`src/rtl/gen_pkg.sv`:
```
// Shared types and constants for the signal-generator sequencing blocks.
package gen_pkg;

  localparam int unsigned DW              = 24;
  localparam int unsigned N_SRC           = 4;
  localparam int unsigned SEL_W           = 2;
  localparam int unsigned IDX_W           = 16;
  localparam int unsigned CNT_W           = 16;
  localparam int unsigned CLK_DIV_DEFAULT = 50000;

  // Source indices, shared with the generator top level
  localparam logic [SEL_W-1:0] SRC_CLEAN = 2'd0;
  localparam logic [SEL_W-1:0] SRC_DIRTY = 2'd1;
  localparam logic [SEL_W-1:0] SRC_NOISE = 2'd2;
  localparam logic [SEL_W-1:0] SRC_AUX   = 2'd3;

  typedef logic signed [DW-1:0] sample_t;

  typedef enum logic [1:0] {
    ST_IDLE = 2'd0,
    ST_SYNC = 2'd1,
    ST_RUN  = 2'd2
  } state_t;

  // Increment that sticks at all-ones instead of wrapping
  function automatic logic [IDX_W-1:0] sat_inc(input logic [IDX_W-1:0] v);
    return (v == '1) ? v : v + IDX_W'(1);
  endfunction

endpackage

```
`src/rtl/gen_rate_divider.sv`:
```
// Free-running clock divider with terminal-count pulse; held at zero when idle.
module gen_rate_divider
  import gen_pkg::*;
#(
  parameter int unsigned DIV = CLK_DIV_DEFAULT
) (
  input  logic clk,
  input  logic reset,
  input  logic i_en,
  input  logic i_clr,
  output logic o_tc_c
);

  localparam logic [CNT_W-1:0] TC_VAL = CNT_W'(DIV - 1);

  logic [CNT_W-1:0] r_div_cnt;

  // Count 0..DIV-1 while enabled, otherwise hold at zero
  always_ff @(posedge clk or posedge reset) begin
    if (reset) begin
      r_div_cnt <= '0;
    end else if (i_clr || !i_en) begin
      r_div_cnt <= '0;
    end else if (r_div_cnt == TC_VAL) begin
      r_div_cnt <= '0;
    end else begin
      r_div_cnt <= r_div_cnt + CNT_W'(1);
    end
  end

  assign o_tc_c = i_en && (r_div_cnt == TC_VAL);

endmodule

```
`src/rtl/gen_sample_scheduler.sv`:
```
// Sample-rate sequencer: sync/tick generation, source capture and output handshake.
module gen_sample_scheduler
  import gen_pkg::*;
#(
  parameter int unsigned CLK_DIV = CLK_DIV_DEFAULT
) (
  input  logic                  clk,
  input  logic                  reset,
  input  logic                  enable,
  input  logic [SEL_W-1:0]      src_sel,
  input  logic [N_SRC*DW-1:0]   src_data,
  output logic                  gen_sync,
  output logic                  sample_tick,
  output sample_t               out_data,
  output logic [IDX_W-1:0]      out_idx,
  output logic                  out_valid,
  input  logic                  out_ready,
  output logic                  overrun,
  output logic [IDX_W-1:0]      overrun_cnt,
  output logic                  busy
);

  state_t           r_state;
  state_t           w_next_state;
  logic [SEL_W-1:0] r_active_sel;
  logic             r_cap;
  logic [IDX_W-1:0] r_run_idx;
  logic             w_sync;
  logic             w_run;
  logic             w_start;
  logic             w_tick;
  logic             w_slot_free;
  logic             w_accept;
  sample_t          w_sel_data;

  // FSM state register
  always_ff @(posedge clk or posedge reset) begin
    if (reset) r_state <= ST_IDLE;
    else       r_state <= w_next_state;
  end

  // FSM next state: SYNC always lasts one cycle
  always_comb begin
    w_next_state = r_state;
    case (r_state)
      ST_IDLE: if (enable)  w_next_state = ST_SYNC;
      ST_SYNC:              w_next_state = ST_RUN;
      ST_RUN:  if (!enable) w_next_state = ST_IDLE;
      default:              w_next_state = ST_IDLE;
    endcase
  end

  assign w_sync  = (r_state == ST_SYNC);
  assign w_run   = (r_state == ST_RUN);
  assign w_start = (r_state == ST_IDLE) && enable;

  gen_rate_divider #(
    .DIV (CLK_DIV)
  ) u_div (
    .clk    (clk),
    .reset  (reset),
    .i_en   (w_run),
    .i_clr  (w_sync),
    .o_tc_c (w_tick)
  );

  assign gen_sync    = w_sync;
  assign sample_tick = w_tick;
  assign busy        = (r_state != ST_IDLE);

  assign w_sel_data  = src_data[r_active_sel*DW +: DW];
  assign w_accept    = out_valid && out_ready;
  assign w_slot_free = !out_valid || out_ready;

  // Source selection is latched only at sync and at each tick
  always_ff @(posedge clk or posedge reset) begin
    if (reset)                 r_active_sel <= SRC_CLEAN;
    else if (w_sync || w_tick) r_active_sel <= src_sel;
  end

  // Capture happens the cycle after a tick, once generator outputs have settled
  always_ff @(posedge clk or posedge reset) begin
    if (reset) r_cap <= 1'b0;
    else       r_cap <= w_tick;
  end

  // Output register, handshake, running index and overrun accounting
  always_ff @(posedge clk or posedge reset) begin
    if (reset) begin
      out_data    <= '0;
      out_idx     <= '0;
      out_valid   <= 1'b0;
      r_run_idx   <= '0;
      overrun     <= 1'b0;
      overrun_cnt <= '0;
    end else begin
      if (r_cap) begin
        if (w_slot_free) begin
          out_data  <= w_sel_data;
          out_idx   <= r_run_idx;
          out_valid <= 1'b1;
        end
      end else if (w_accept) begin
        out_valid <= 1'b0;
      end

      if (w_sync)     r_run_idx <= '0;
      else if (r_cap) r_run_idx <= r_run_idx + IDX_W'(1);

      if (w_start) begin
        overrun     <= 1'b0;
        overrun_cnt <= '0;
      end else if (r_cap && !w_slot_free) begin
        overrun     <= 1'b1;
        overrun_cnt <= sat_inc(overrun_cnt);
      end
    end
  end

endmodule

```
`config.mk`:
```
export PLATFORM = sky130hd
export DESIGN_NAME = gen_sample_scheduler
export DESIGN_NICKNAME = d
export VERILOG_FILES = /design/src/rtl/gen_pkg.sv /design/src/rtl/gen_rate_divider.sv /design/src/rtl/gen_sample_scheduler.sv
export SDC_FILE = /design/constraint.sdc
export NUM_CORES = 1
export LEC_CHECK = 0
export BUFFER_PORTS_ARGS = -buffer_cell sky130_fd_sc_hd__buf_4
export CAP_MARGIN = 20
export CELL_PAD_IN_SITES_DETAIL_PLACEMENT = 0
export CELL_PAD_IN_SITES_GLOBAL_PLACEMENT = 1
export CORE_UTILIZATION = 40
export CTS_CLUSTER_SIZE = 28
export DETAILED_ROUTE_END_ITERATION = 8
export MAX_ROUTING_LAYER = met4
export PLACE_DENSITY = 0.86
export REMOVE_ABC_BUFFERS = 1
export SLEW_MARGIN = 0
export SYNTH_ARGS = -nofsm -noshare
export SYNTH_HDL_FRONTEND = slang
export SYNTH_HIERARCHICAL = 1
export SYNTH_SLANG_ARGS = --single-unit
```
`constraint.sdc`:
```
create_clock -name clk -period 7.9 [get_ports clk]
set_clock_uncertainty 0.2 [all_clocks]
set_input_delay 1.185 -clock clk [delete_from_list [all_inputs] [get_ports clk]]
set_output_delay 1.185 -clock clk [all_outputs]
set_load 0.005 [all_outputs]
```
==> impl_metrics.csv <==
group,metric,value,unit
floorplanning,rows,40,
sta,slew_headroom,0.3163,
setup_path,crit_slowest_cell,"nor4bb_1",
cts,cts_setup_buffers,0,
synth,synth-seq-cells,95,
cts,cts_root_buf,"clkbuf_16",
detailed_routing,wl_per_cell,17.12,um
power,ir_drop,0.0001532,V
power,power_density,200.2,nW/um^2
detailed_routing,drtAntennaViolNets,0,
power,pwr-share-seq,0.399,
grt,grt_usage,0.2043,
grt,grt_pass1_vias,3825,
floorplanning,ios,163,
synth,syn_inst,404,
setup_path,cp_max_fo,4,
floorplanning,die_w,113.2,um
sta,final_hold_viol_count,0,
job,drv_cap,0,
power,switching_share,0.2582,
cells_and_area,stdcell_area,6638,sq um
synth,yosysWarnings,6,
floorplanning,fp.coreArea,12010,sq um
detailed_routing,drt_iter0_drc,267,
placement,placed_cell_area,6265,sq um
setup_path,arrival,1830,ps
synth,async_flop_share,1.000,
cts,cts_sinks,95,
synth,synth.area.mux_share,0.2042,
detailed_routing,drt_first_pass_iters,4,
floorplanning,dieArea,12810,sq um
sta,drv_slew,0,
detailed_routing,vias_per_cell,5.406,
floorplanning,dieHeight,113.2,um
power,power,0.001329,W
cts,clk_pin_slew,70,ps
sta,max_freq,310.7,MHz
cells_and_area,nets,665,
setup_path,path_buf_inv,1,
grt,grt_first_pass_wirelength,19.71,mm
setup_path,cp_top_family,"simple AND/OR/NAND/NOR gates",
cts,cts_resized,0,
synth,ys.flop_type,"dfrtp_1",
power,leakage,3.129,nW
synth,synth_compound_area_frac,0.04681,
synth,syn_avg_cell_area,12.24,sq um
cts,clockBufferDepth,2,
synth,synth-xor-area-share,0.04605,
detailed_routing,route.vias.total,3849,
detailed_routing,wl,12.19,mm
synth,synth_top_family_by_area,"multiplexers",
grt,grt_max_degree,80,
cells_and_area,drive_above_1_share,0.4796,
setup_path,required,6510,ps
placement,portBuffers,162,
cts,cts_inserted_buffers,9,
setup_path,r2r_setup_slack,5650,ps
synth,synth_simple_gate_area_frac,0.1809,
setup_path,slowest_delay,460,ps
setup_path,crit_path_end_kind,"output pin",
cts,postCtsHoldBufs,0,
placement,gp_congestion,0.8021,
sta,tightest_slew,1026,ps
power,internal_power,0.0009859,W
cts,htree_num_levels,3,
sta,setup_viol,0,
cells_and_area,area_growth,34.24,%
sta,post-route-period-util,0.4074,
cells_and_area,num_antenna_cells,0,
synth,ys_types,48,
cells_and_area,utilization,0.5526,
hold_path,hp-class,"reg -> reg",
power,p_comb_frac,0.228,
sta,layout_setup_ws,4682,ps
synth,synth-edff-count,0,
placement,hpwlAfterDp,9.121,mm
setup_path,crit_chain,"nor4bb_1 > nand4_2 > nor2_1 > buf_4",
floorplanning,start_util,0.4117,
setup_path,setup.worst_path.start_class,"flip-flop",
power,switching_power,0.0003432,W
synth,synth-seq-area-share,0.4808,
placement,post-place-ws,4838,ps
cts,clk_latency,340,ps
cts,cts_tree,"done",
detailed_routing,route.detailed.drc,0,
sta,setup_tns,0,ps
run_status,outcome,"finished, final reports clean",
grt,grt_antenna_before_repair,0,
synth,synth_adder_area_share,0.007591,
sta,rsz0062_at_grt,"false",
synth,synth.cell_area,4945,sq um
power,pwr-share-clk,0.373,
setup_path,criticalPathCategory,"reg -> out",
sta,fin_crit,3218,ps
grt,gr-total-overflow,0,
worst paths after layout:
check | depth (start not counted) | to | start
max | 4 | sample_tick | u_div/r_div_cnt[11]
min | 2 | out_idx[7] | out_idx[7]
max reg2reg | 4 | overrun_cnt[14] | r_cap
min reg2reg | 2 | out_idx[7] | out_idx[7]
max in group asynchronous | 4 | overrun | reset
min in group asynchronous | 3 | out_idx[6] | reset
cell usage after synthesis (2+ instances only):
cell type | n | area, sq um
a21oi_1 | 12 | 60.06
and4_1 | 2 | 17.52
buf_1 | 3 | 11.26
buf_2 | 6 | 30.03
buf_6 | 3 | 33.78
clkbuf_1 | 9 | 33.78
dfrtp_1 | 95 | 2377
ha_1 | 3 | 37.54
inv_1 | 14 | 52.55
mux2_2 | 39 | 439.2
mux2i_1 | 3 | 30.03
mux4_2 | 24 | 540.5
nand2_1 | 16 | 60.06
nand2b_1 | 7 | 43.79
nand3_1 | 12 | 60.06
nand3_4 | 2 | 35.03
nand4_1 | 11 | 68.82
nand4_2 | 3 | 37.54
nand4_4 | 2 | 42.54
nor2_1 | 36 | 135.1
nor2_2 | 2 | 12.51
nor2b_1 | 2 | 12.51
nor3_1 | 12 | 60.06
nor4_1 | 4 | 25.02
nor4_2 | 4 | 50.05
o21ai_0 | 8 | 40.04
o311ai_0 | 4 | 35.03
o31ai_1 | 6 | 45.04
o41ai_1 | 4 | 35.03
or2_2 | 3 | 18.77
or3_1 | 8 | 50.05
or4_1 | 5 | 37.54
xnor2_1 | 20 | 175.2
xor2_1 | 6 | 52.55
power groups by stage:
stage	clock (W)	sequential (W)	combinational, W
after floorplan	0	0.000558	0.000181
after global placement	0	0.000538	0.000303
after detailed placement	0	0.000540	0.000308
after CTS	0.000510	0.000531	0.000309
after global routing	0.000527	0.000535	0.000331
final	0.000495	0.000531	0.000303
kinds of logic (layout without fill, tap and decap cells):
kind of cell | after synthesis | after routing
xor gates and xnor gates | 26 | 26
muxes | 66 | 66
AOI/OAI and AO/OA | 36 | 36
and+or+nand+nor | 142 | 142
DFF | 95 | 95
buffers and inverters | 36 | 197
adders and majority gates | 3 | 3
layout by cell type (no fill, tap or decap), types with 12 or more instances in the layout:
cell / netlist / routed
buf_4: 0 / 166
dfrtp_1: 95 / 95
mux2_2: 39 / 39
nor2_1: 36 / 36
mux4_2: 24 / 24
xnor2_1: 20 / 20
nand2_1: 16 / 15
inv_1: 14 / 13
a21oi_1: 12 / 12
nand3_1: 12 / 12
nor3_1: 12 / 12
routing by layer:
metal  vias up  wire (um)  track usage
li1       1806          -            -
met1      1948       5247       0.2659
met2        76       6356       0.3264
met3        19        386      0.03696
met4         0        201      0.06316
met5         -          0            -
per-stage QoR:
stage | std cells | hold slack (ps)
after floorplan | 382 | 273.3
after global placement | 695 | 273.1
after detailed placement | 695 | 281.3
after CTS | 711 | 297.9
after global routing | 712 | 318.9
final | 712 | 293.2
state kept, by name (all words and copies together), names as in the netlist:
register / flops
overrun_cnt: 16
out_idx: 16
r_active_sel: 2
u_div/r_div_cnt: 16
overrun: 1
out_valid: 1
r_cap: 1
r_state: 2
r_run_idx: 16
out_data: 24
worst min-delay path: stages (launching register included):
cell and delay [ps]:
dfrtp_1 340, nand2_1 50, o21ai_0 60
cell type report:
class                           instances  area [sq um]
Clock buffer                            9         225.2
Clock inverter                          7         120.1
Tap cell                              147         183.9
Inverter                               14         53.80
Fill cell                            1017          5374
Multi-Input combinational cell        273          2404
Timing Repair Buffer                  167          1274
Sequential cell                        95          2377
Power figures use the tool's default switching activity.
